## config.mk

```make
export PLATFORM = sky130hd
export DESIGN_NAME = hazard_fwd_unit_id_flat
export DESIGN_NICKNAME = d
export VERILOG_FILES = /design/src/rtl/hazard_pkg.sv /design/src/rtl/hazard_fwd_unit_id_if.sv /design/src/rtl/fwd_match_sel.sv /design/src/rtl/hazard_fwd_unit_id.sv /design/src/flat_wrapper.sv
export SDC_FILE = /design/constraint.sdc
export NUM_CORES = 1
export LEC_CHECK = 0
export ABC_AREA = 1
export CORE_AREA = 5 5 64 123
export CTS_BUF_LIST = sky130_fd_sc_hd__clkbuf_4
export CTS_CLUSTER_DIAMETER = 40
export DETAILED_ROUTE_END_ITERATION = 8
export DIE_AREA = 0 0 69 128
export DONT_BUFFER_PORTS = 1
export PLACE_DENSITY = 0.38
export SETUP_SLACK_MARGIN = 0.15
export SYNTH_ARGS = -nofsm -noshare
export SYNTH_HDL_FRONTEND = slang
export SYNTH_SLANG_ARGS = --single-unit
```

## constraint.sdc

```tcl
create_clock -name i_clk -period 3.26 [get_ports i_clk]
set_input_delay 0.489 -clock i_clk [delete_from_list [all_inputs] [get_ports i_clk]]
set_output_delay 0.489 -clock i_clk [all_outputs]
set_load 0.01 [all_outputs]
```

## src/rtl/hazard_pkg.sv

```systemverilog
// hazard_pkg: shared latency/select constants and the shadow-pipeline slot type for hazard_fwd_unit_id
package hazard_pkg;
  localparam int LAT_ALU = 1;
  localparam int LAT_LOAD = 2;
  localparam int SEL_RF = 0;
  localparam int NB_ADDR_MAX = 8;
  localparam int NB_LAT_MAX = 4;
  typedef struct packed {
    logic valid;
    logic [NB_ADDR_MAX-1:0] rd;
    logic [NB_LAT_MAX-1:0] lat;
  } slot_t;
  function automatic logic lat_legal(input int lat, input int n_stages);
    return lat >= LAT_ALU && lat < n_stages;
  endfunction
endpackage

```

## src/rtl/hazard_fwd_unit_id_if.sv

```systemverilog
// hazard_fwd_unit_id_if: ID operand/producer info toward the hazard unit, forwarding selects and stall back
interface hazard_fwd_unit_id_if #(
  parameter int NB_ADDR = 5,
  parameter int NB_LAT = 2,
  parameter int NB_SEL = 2
);
  logic i_hold;
  logic i_valid_id;
  logic i_flush_id;
  logic [NB_ADDR-1:0] i_rs_id;
  logic [NB_ADDR-1:0] i_rt_id;
  logic i_use_rs_id;
  logic i_use_rt_id;
  logic [NB_ADDR-1:0] i_rd_id;
  logic i_regWrite_id;
  logic [NB_LAT-1:0] i_lat_id;
  logic [NB_SEL-1:0] o_forwardA_sel;
  logic [NB_SEL-1:0] o_forwardB_sel;
  logic o_stall;
  modport master (
    output i_hold, i_valid_id, i_flush_id, i_rs_id, i_rt_id, i_use_rs_id, i_use_rt_id,
           i_rd_id, i_regWrite_id, i_lat_id,
    input  o_forwardA_sel, o_forwardB_sel, o_stall
  );
  modport slave (
    input  i_hold, i_valid_id, i_flush_id, i_rs_id, i_rt_id, i_use_rs_id, i_use_rt_id,
           i_rd_id, i_regWrite_id, i_lat_id,
    output o_forwardA_sel, o_forwardB_sel, o_stall
  );
endinterface

```

## src/rtl/fwd_match_sel.sv

```systemverilog
// fwd_match_sel: youngest-producer priority match for one ID operand, giving a forward select or a stall request
module fwd_match_sel
  import hazard_pkg::*;
#(
  parameter int N_STAGES = 3,
  parameter int NB_SEL = $clog2(N_STAGES)
) (
  input  slot_t [N_STAGES-1:0]  slots,
  input  logic [NB_ADDR_MAX-1:0] src,
  input  logic                  use_src,
  output logic [NB_SEL-1:0]     sel,
  output logic                  stall_req
);
  // scan oldest to youngest so the lowest matching slot overwrites older hits
  always_comb begin
    sel = NB_SEL'(SEL_RF);
    stall_req = 1'b0;
    for (int k = N_STAGES - 1; k >= 0; k--)
      if (use_src && src != '0 && slots[k].valid && slots[k].rd == src) begin
        stall_req = k < int'(slots[k].lat);
        sel = stall_req ? NB_SEL'(SEL_RF) : NB_SEL'(k);
      end
  end
endmodule

```

## src/rtl/hazard_fwd_unit_id.sv

```systemverilog
// hazard_fwd_unit_id: ID-stage forwarding/stall unit over a shadow pipeline of destinations.
// Defining HAZ_STATS_EN adds saturating stall/forward cycle counters for the debug unit.
module hazard_fwd_unit_id
  import hazard_pkg::*;
#(
  parameter int NB_ADDR = 5,
  parameter int N_STAGES = 3,
  parameter int NB_LAT = 2,
  parameter int NB_SEL = $clog2(N_STAGES)
) (
  input logic i_clk,
  input logic i_rst,
  hazard_fwd_unit_id_if.slave bus
`ifdef HAZ_STATS_EN
  ,
  output logic [31:0] o_stall_cnt,
  output logic [31:0] o_fwd_cnt
`endif
);
  slot_t [N_STAGES-1:0] slots;
  slot_t head;
  logic req_a, req_b, bubble;
  fwd_match_sel #(.N_STAGES(N_STAGES), .NB_SEL(NB_SEL)) u_match_a (
    .slots(slots),
    .src(NB_ADDR_MAX'(bus.i_rs_id)),
    .use_src(bus.i_use_rs_id),
    .sel(bus.o_forwardA_sel),
    .stall_req(req_a)
  );
  fwd_match_sel #(.N_STAGES(N_STAGES), .NB_SEL(NB_SEL)) u_match_b (
    .slots(slots),
    .src(NB_ADDR_MAX'(bus.i_rt_id)),
    .use_src(bus.i_use_rt_id),
    .sel(bus.o_forwardB_sel),
    .stall_req(req_b)
  );
  assign bus.o_stall = bus.i_valid_id & ~bus.i_flush_id & (req_a | req_b);
  assign bubble = bus.o_stall | bus.i_flush_id | ~bus.i_valid_id;
  assign head = bubble ? '0 : slot_t'{
    valid: bus.i_regWrite_id & (bus.i_rd_id != '0),
    rd:    NB_ADDR_MAX'(bus.i_rd_id),
    lat:   NB_LAT_MAX'(bus.i_lat_id)
  };
  always_ff @(posedge i_clk)
    if (i_rst) slots <= '0;
    else if (!bus.i_hold) slots <= {slots[N_STAGES-2:0], head};
`ifdef HAZ_STATS_EN
  always_ff @(posedge i_clk)
    if (i_rst) begin
      o_stall_cnt <= '0;
      o_fwd_cnt <= '0;
    end else if (!bus.i_hold) begin
      if (bus.o_stall && !(&o_stall_cnt)) o_stall_cnt <= o_stall_cnt + 32'd1;
      if (!bus.o_stall && (|bus.o_forwardA_sel || |bus.o_forwardB_sel) && !(&o_fwd_cnt))
        o_fwd_cnt <= o_fwd_cnt + 32'd1;
    end
`endif
  // a producer whose latency reaches past the last slot would never become forwardable
  a_lat_legal: assert property (@(posedge i_clk) disable iff (i_rst)
    !(bus.i_valid_id && bus.i_regWrite_id && bus.i_rd_id != '0) ||
    lat_legal(int'(bus.i_lat_id), N_STAGES));
endmodule

```

## src/flat_wrapper.sv

```systemverilog
// flat-port wrapper written by rule: the top's interface ports become plain ports
module hazard_fwd_unit_id_flat import hazard_pkg::*;
#(
  parameter int NB_ADDR = 5,
  parameter int N_STAGES = 3,
  parameter int NB_LAT = 2,
  parameter int NB_SEL = $clog2(N_STAGES)
)
  (i_clk, i_rst, bus_i_hold, bus_i_valid_id, bus_i_flush_id, bus_i_rs_id, bus_i_rt_id, bus_i_use_rs_id, bus_i_use_rt_id, bus_i_rd_id, bus_i_regWrite_id, bus_i_lat_id, bus_o_forwardA_sel, bus_o_forwardB_sel, bus_o_stall);
  hazard_fwd_unit_id_if #(.NB_ADDR(NB_ADDR), .NB_LAT(NB_LAT), .NB_SEL(NB_SEL)) bus_i ();
  input logic i_clk;
  input logic i_rst;
  input wire logic [$bits(bus_i.i_hold)-1:0] bus_i_hold;
  input wire logic [$bits(bus_i.i_valid_id)-1:0] bus_i_valid_id;
  input wire logic [$bits(bus_i.i_flush_id)-1:0] bus_i_flush_id;
  input wire logic [$bits(bus_i.i_rs_id)-1:0] bus_i_rs_id;
  input wire logic [$bits(bus_i.i_rt_id)-1:0] bus_i_rt_id;
  input wire logic [$bits(bus_i.i_use_rs_id)-1:0] bus_i_use_rs_id;
  input wire logic [$bits(bus_i.i_use_rt_id)-1:0] bus_i_use_rt_id;
  input wire logic [$bits(bus_i.i_rd_id)-1:0] bus_i_rd_id;
  input wire logic [$bits(bus_i.i_regWrite_id)-1:0] bus_i_regWrite_id;
  input wire logic [$bits(bus_i.i_lat_id)-1:0] bus_i_lat_id;
  output wire logic [$bits(bus_i.o_forwardA_sel)-1:0] bus_o_forwardA_sel;
  output wire logic [$bits(bus_i.o_forwardB_sel)-1:0] bus_o_forwardB_sel;
  output wire logic [$bits(bus_i.o_stall)-1:0] bus_o_stall;
  assign bus_i.i_hold = bus_i_hold;
  assign bus_i.i_valid_id = bus_i_valid_id;
  assign bus_i.i_flush_id = bus_i_flush_id;
  assign bus_i.i_rs_id = bus_i_rs_id;
  assign bus_i.i_rt_id = bus_i_rt_id;
  assign bus_i.i_use_rs_id = bus_i_use_rs_id;
  assign bus_i.i_use_rt_id = bus_i_use_rt_id;
  assign bus_i.i_rd_id = bus_i_rd_id;
  assign bus_i.i_regWrite_id = bus_i_regWrite_id;
  assign bus_i.i_lat_id = bus_i_lat_id;
  assign bus_o_forwardA_sel = bus_i.o_forwardA_sel;
  assign bus_o_forwardB_sel = bus_i.o_forwardB_sel;
  assign bus_o_stall = bus_i.o_stall;
  hazard_fwd_unit_id #(.NB_ADDR(NB_ADDR), .N_STAGES(N_STAGES), .NB_LAT(NB_LAT), .NB_SEL(NB_SEL)) u_core (.i_clk(i_clk), .i_rst(i_rst), .bus(bus_i));
endmodule
```

==> flow_summary.toml <==
[global_route]
grt_first_pass_wirelength_microns = 8470
grt_pass1_vias = 1674
grt-ovfl-total = 0
grt_max_degree = 39
antenna_found_initial = 0
grt_usage_pct = 12.4

[yosys]
synthCells = 262
syn_area_per_cell_sq_um = 6.03
synth.top_cells.by_area = "dfxtp_1 (30%), nand2_1 (18%), nor2_1 (8.6%)"
synth.distinct_cells = 24
synth_top_flop_cell = "dfxtp_1"
ys_ff_latch = 24
syn_nets = 287
synthArstFlopShare_pct = 0
ys_seq_area_share_pct = 30.4
synth-edff-count = 0
yosys_warnings = 0
synth_area_leader_cell = "dfxtp_1"
yosysTopAreaCellShare_pct = 30.4
synth_common_cells = "nand2_1 (74), nor2_1 (36), inv_1 (30)"
syn_area_sq_um = 1580
yosysMostFrequentCell = "nand2_1"

[setup_path]
start_kind = "register"
r2r_end = "u_core.slots[8]"
r2r-start = "u_core.slots[17]"
reg2reg_depth = 9
crit_required_ns = 2.77
r2r_slack_ns = 1.51
cp.arrival_ns = 2.01
end_kind = "primary output"
path_class = "register to primary output"
cp_max_fo = 9

[cells_and_area]
final_nets = 285
diodes = 0
largest_register_ffs = 24
syn2layout_area_growth_pct = 7.13
drive_gt1_share_pct = 8.11
multi_input_area_sq_um = 912
seqCellArea_sq_um = 480
fill_cells = 867
instances_no_fill = 349
regMostFlops = "u_core.slots"
post-route-util_pct = 24.6
reg_top3 = "u_core.slots (24)"

[placement]
port_buffers = 0
dp_hpwl_microns = 4180
preCtsSetupSlack_ns = 1.09
place_inst = 345
gp_congestion = 0.827

[timing]
finalCriticalPeriod_ns = 2.50
final_hold_viol_count = 0
finalSetupViolCount = 0
rsz0062_at_grt = "false"
slew_headroom_pct = 70.7
fin_skew_ns = 0.00982
maxSlewViolCount = 0
fin_ws_ns = 0.763
worstMarginPinSlew_ns = 0.428
fmax_ghz = 0.401
setup_tns_ns = 0
period_share_pct = 76.6

[cts]
cts_resized = 0
htree_levels = 1
hold_buffers = 0
insertion_delay_ns = 0.34
cts_buffers = 3
cts_setup_buffers = 0
cts-root-buf = "clkbuf_4"
path_clk_slew_ns = 0.14
numClockSinks = 24
cts.path.max_buffers = 2
cts_tree = "built"

[die]
std_cell_rows = 43
initial_utilization_pct = 22.9
die_w_microns = 69
die_y_microns = 128
core-area_sq_um = 6890
die_area_sq_um = 8830
ios = 30

[drt]
drt-wirelength-per-cell_microns = 14.7
via_per_inst = 4.61
vias = 1609
ant_nets = 0
wirelength_microns = 5140
drc = 0
drt_iter0_drc = 60
drt_first_pass_iters = 5

[hold_path]
hold_end = "u_core.slots[26]"
hold_path_depth = 1
min_from = "i_rst"
hp-class = "input pin to register"

[pwr]
power_uw = 547
vdd_ir_drop_max_mv = 0.106
power_density_nw_per_um2 = 323
p_leak_nw = 0.743

[flow_run]
cap_violations = 0

[status]
status = "complete, no violations"
## worst max-delay path, stage by stage, from the launching register on
cell and delay, ns:
dfxtp_1 0.41, inv_1 0.09, nand2_1 0.07, nand3_1 0.11, nor3_1 0.32, nand2_1 0.12
nand2_1 0.11, nand3_2 0.18, nand2_1 0.12, nand2_1 0.05, inv_1 0.10
## how the worst max path moves through the flow
stage / startpoint / to / cells after the start
2_1_floorplan: bus_i_rs_id[3] / bus_o_stall / 10
3_3_place_gp: bus_i_rs_id[0] / bus_o_stall / 10
3_5_place_dp: bus_i_rs_id[0] / bus_o_stall / 10
4_1_cts: u_core.slots[17] / bus_o_stall / 10
5_1_grt: u_core.slots[18] / bus_o_stall / 10
6_report: u_core.slots[17] / bus_o_stall / 10
## cell families (layout without fill, tap and decap cells)
group           count (synthesis)  in the layout  synth area share (%)
simple gates                  142            142                  38.4
buf+inv                        50             47                  11.9
compound gates                 40             40                  16.0
flops                          24             24                  30.4
xor+xnor                        6              6                  3.33
## cell type report
| type | instances | area share, % |
|---|---|---|
| clock buffers | 3 | 1.33 |
| clock inverters | 1 | 0.222 |
| inverters | 43 | 9.53 |
| multi-input cells | 188 | 53.9 |
| flip-flops and latches | 24 | 28.4 |
| well taps | 90 | 6.65 |
## where the power goes
group | switching (mW) | internal, mW
Sequential | 0.0124 | 0.306
Combinational | 0.0518 | 0.0325
Clock | 0.0997 | 0.0451
## per-stage QoR
step | area [sq um] | hold slack (ns)
global route | 1690 | 0.168
finish | 1690 | 0.199
detailed placement | 1670 | 0.444
CTS | 1690 | 0.173
floorplan | 1580 | 0.436
global placement | 1670 | 0.439
## metal layers
layer  global-route usage, %  wire (microns)  share of wire, %  vias up
met1                    12.3            1910                37      707
met5                       0               0                 0        -
met3                    2.43             227               4.4       16
li1                        -               -                 -      842
met2                    23.4            2790                54       44
met4                    7.25             209               4.1        0
## layout by cell type, fill, tap and decap left out, types with 3 or more instances in the layout
master | synthesis | final
nand2_1 | 74 | 74
nor2_1 | 36 | 36
inv_1 | 30 | 30
dfxtp_1 | 24 | 24
a21oi_1 | 16 | 16
a211oi_1 | 14 | 14
inv_2 | 13 | 13
nand4_1 | 13 | 13
nand3_1 | 10 | 10
nor3_1 | 5 | 5
xor2_1 | 5 | 5
o21ai_0 | 4 | 4
clkbuf_4 | 0 | 3
No activity file was read; power rests on OpenSTA's default activity.
==> RTL edit (config.mk and constraints unchanged) <==
`N_STAGES` is set to 3 in 3 places; all go to 2.
--- a/src/rtl/fwd_match_sel.sv
+++ b/src/rtl/fwd_match_sel.sv
@@ -2,7 +2,7 @@
 module fwd_match_sel
   import hazard_pkg::*;
 #(
-  parameter int N_STAGES = 3,
+  parameter int N_STAGES = 2,
   parameter int NB_SEL = $clog2(N_STAGES)
 ) (
   input  slot_t [N_STAGES-1:0]  slots,
--- a/src/rtl/hazard_fwd_unit_id.sv
+++ b/src/rtl/hazard_fwd_unit_id.sv
@@ -4,7 +4,7 @@
   import hazard_pkg::*;
 #(
   parameter int NB_ADDR = 5,
-  parameter int N_STAGES = 3,
+  parameter int N_STAGES = 2,
   parameter int NB_LAT = 2,
   parameter int NB_SEL = $clog2(N_STAGES)
 ) (
--- a/src/flat_wrapper.sv
+++ b/src/flat_wrapper.sv
@@ -2,7 +2,7 @@
 module hazard_fwd_unit_id_flat import hazard_pkg::*;
 #(
   parameter int NB_ADDR = 5,
-  parameter int N_STAGES = 3,
+  parameter int N_STAGES = 2,
   parameter int NB_LAT = 2,
   parameter int NB_SEL = $clog2(N_STAGES)
 )
Interface: changed (resized bus_o_forwardA_sel and bus_o_forwardB_sel); port bits go from 30 to 28. The function was not compared with the original's and may differ.
==> RTL edit against the original RTL <==
Count of clock-buffer cells in the layout increased by 1; critical path depth unchanged; synthesized cell count decreased by 20%; sequential cell count decreased by 9; highest routed layer unchanged; via count decreased by 24%; area after synthesis decreased by 26%; wire length decreased by 18%; worst setup slack improved by 200 ps; total power decreased by 30%; cell area decreased by 24%.
==> RTL edit: results (changes against the original RTL) <==
| Metric | Value |
|---|---|
| Status | finished clean (unchanged) |
| Routability Congestion | 0.7857 (was 0.8270) |
| Synth Area in XOR/XNOR | 0.01493 (was 0.03325) |
| Clock transition at the registers of the reported paths | 90 ps (was 140 ps) |
| Top FF cell, synth | dfxtp_1 (unchanged) |
| Top flop regs | u_core.slots x15 (was u_core.slots x24) |
| Max VDD drop | 0.0001165 V (was 0.0001065 V) |
| Max clock buf depth | 2 (unchanged) |
| Compound-Gate Fraction of Synth Area | 0.1258 (was 0.1599) |
| Detailed-route vias per instance | 4.104 (was 4.610) |
| DR pass1 iterations | 4 (was 5) |
| Port Buffers | 0 (unchanged) |
| Hold Path Class | in -> reg (unchanged) |
| Vias in the first global route | 1265 (was 1674) |
| Sequential element share of the synthesized area | 0.2559 (was 0.3040) |
| Initial antenna violation count | 1 (was 0) |
| # fillers | 865 (was 867) |
| Synth cell count leaders | 68 x nand2_1, 31 x nor2_1, 30 x inv_1 (was 74 x nand2_1, 36 x nor2_1, 30 x inv_1) |
| DRT iter0 DRCs | 40 (was 60) |
| Crit path DAT | 1800 ps (was 2010 ps) |
| Nets | 234 (was 285) |
| Netlist cell types | 23 (was 24) |
| Worst-margin pin slew | 326.0 ps (was 428.4 ps) |
| Leakage | 0.5943 nW (was 0.7428 nW) |
| Skew-Pair Late Insertion Delay | 290 ps (was 340 ps) |
| Fraction of layout cells with a size suffix above 1 | 0.09615 (was 0.08108) |
| Largest net degree at the start of global routing | 28 (was 39) |
| HPWL after DPL | 3655 µm (was 4179 µm) |
| Synth top area cells | dfxtp_1 26%, nand2_1 22%, nor2_1 9.9% (was dfxtp_1 30%, nand2_1 18%, nor2_1 8.6%) |
| Register with the most flip-flops | u_core.slots (unchanged) |
| First-pass GRT wire length | 6479 µm (was 8473 µm) |
| Clock skew | 6.002 ps (was 9.817 ps) |
| DRT Wirelength | 4196 µm (was 5138 µm) |
| Max incr delay on CP | 520 ps (was 410 ps) |
| Tot GR Track Use | 0.09911 (was 0.1241) |
RTL edit: cell types whose count changed in the layout (fill, tap and decap cells not counted), sizes merged, moves of 3 or more:
cell	unedited run	this run
a211oi	14	6
a21oi	16	11
dfxtp	24	15
inv	43	36
nand2	74	71
nand4	13	10
nor2	38	35
nor3	6	0
xor2	5	0
RTL edit: cell families after synthesis:
kind of cell / Yosys count
DFF: 15
xor gates and xnor gates: 2
and+or+nand+nor: 126
AOI/OAI and AO/OA: 25
buffers and inverters: 41
RTL edit: worst paths after layout:
path	start	to	slack [ps]	cells after the start
worst min-delay path	i_rst	u_core.slots[12]	250	1
worst min register to register	u_core.slots[0]	u_core.slots[0]	470	2
worst max-delay path	u_core.slots[8]	bus_o_stall	970	10
worst max register to register	u_core.slots[8]	u_core.slots[6]	1700	10
RTL edit: layout make-up:
type / count / area (µm²) / area share
Tap cell: 90 / 112.6 / 0.08696
Inverter: 36 / 135.1 / 0.1043
Clock buffer: 4 / 30.03 / 0.02319
Multi-Input combinational cell: 153 / 714.4 / 0.5517
Antenna cell: 1 / 2.502 / 0.001932
Sequential cell: 15 / 300.3 / 0.2319
RTL edit: metal layers:
metal  part of all wire  global-route usage  vias up
li1                   -                   -      654
met3              0.038             0.01570        9
met5                  0                   0        -
met2               0.60              0.2061       27
met4              0.056             0.08170        0
met1               0.31             0.07446      537
RTL edit: where the power goes:
part	internal, mW	switching (mW)	total, mW	leakage, nW
Combinational	0.0243	0.0421	0.0665	0.454
Clock	0.0560	0.0632	0.119	0.0184
Sequential	0.190	0.00641	0.196	0.122
RTL edit: stage by stage:
step	setup slack [ps]	cells	instance area (µm²)	hold WS, ps
4_1_cts	891.8	298	1292	231.0
5_1_grt	754.1	299	1295	236.2
6_report	966.3	299	1295	253.3
3_3_place_gp	1187	294	1262	460.3
3_5_place_dp	1174	294	1262	461.3
2_1_floorplan	1467	209	1174	440.6
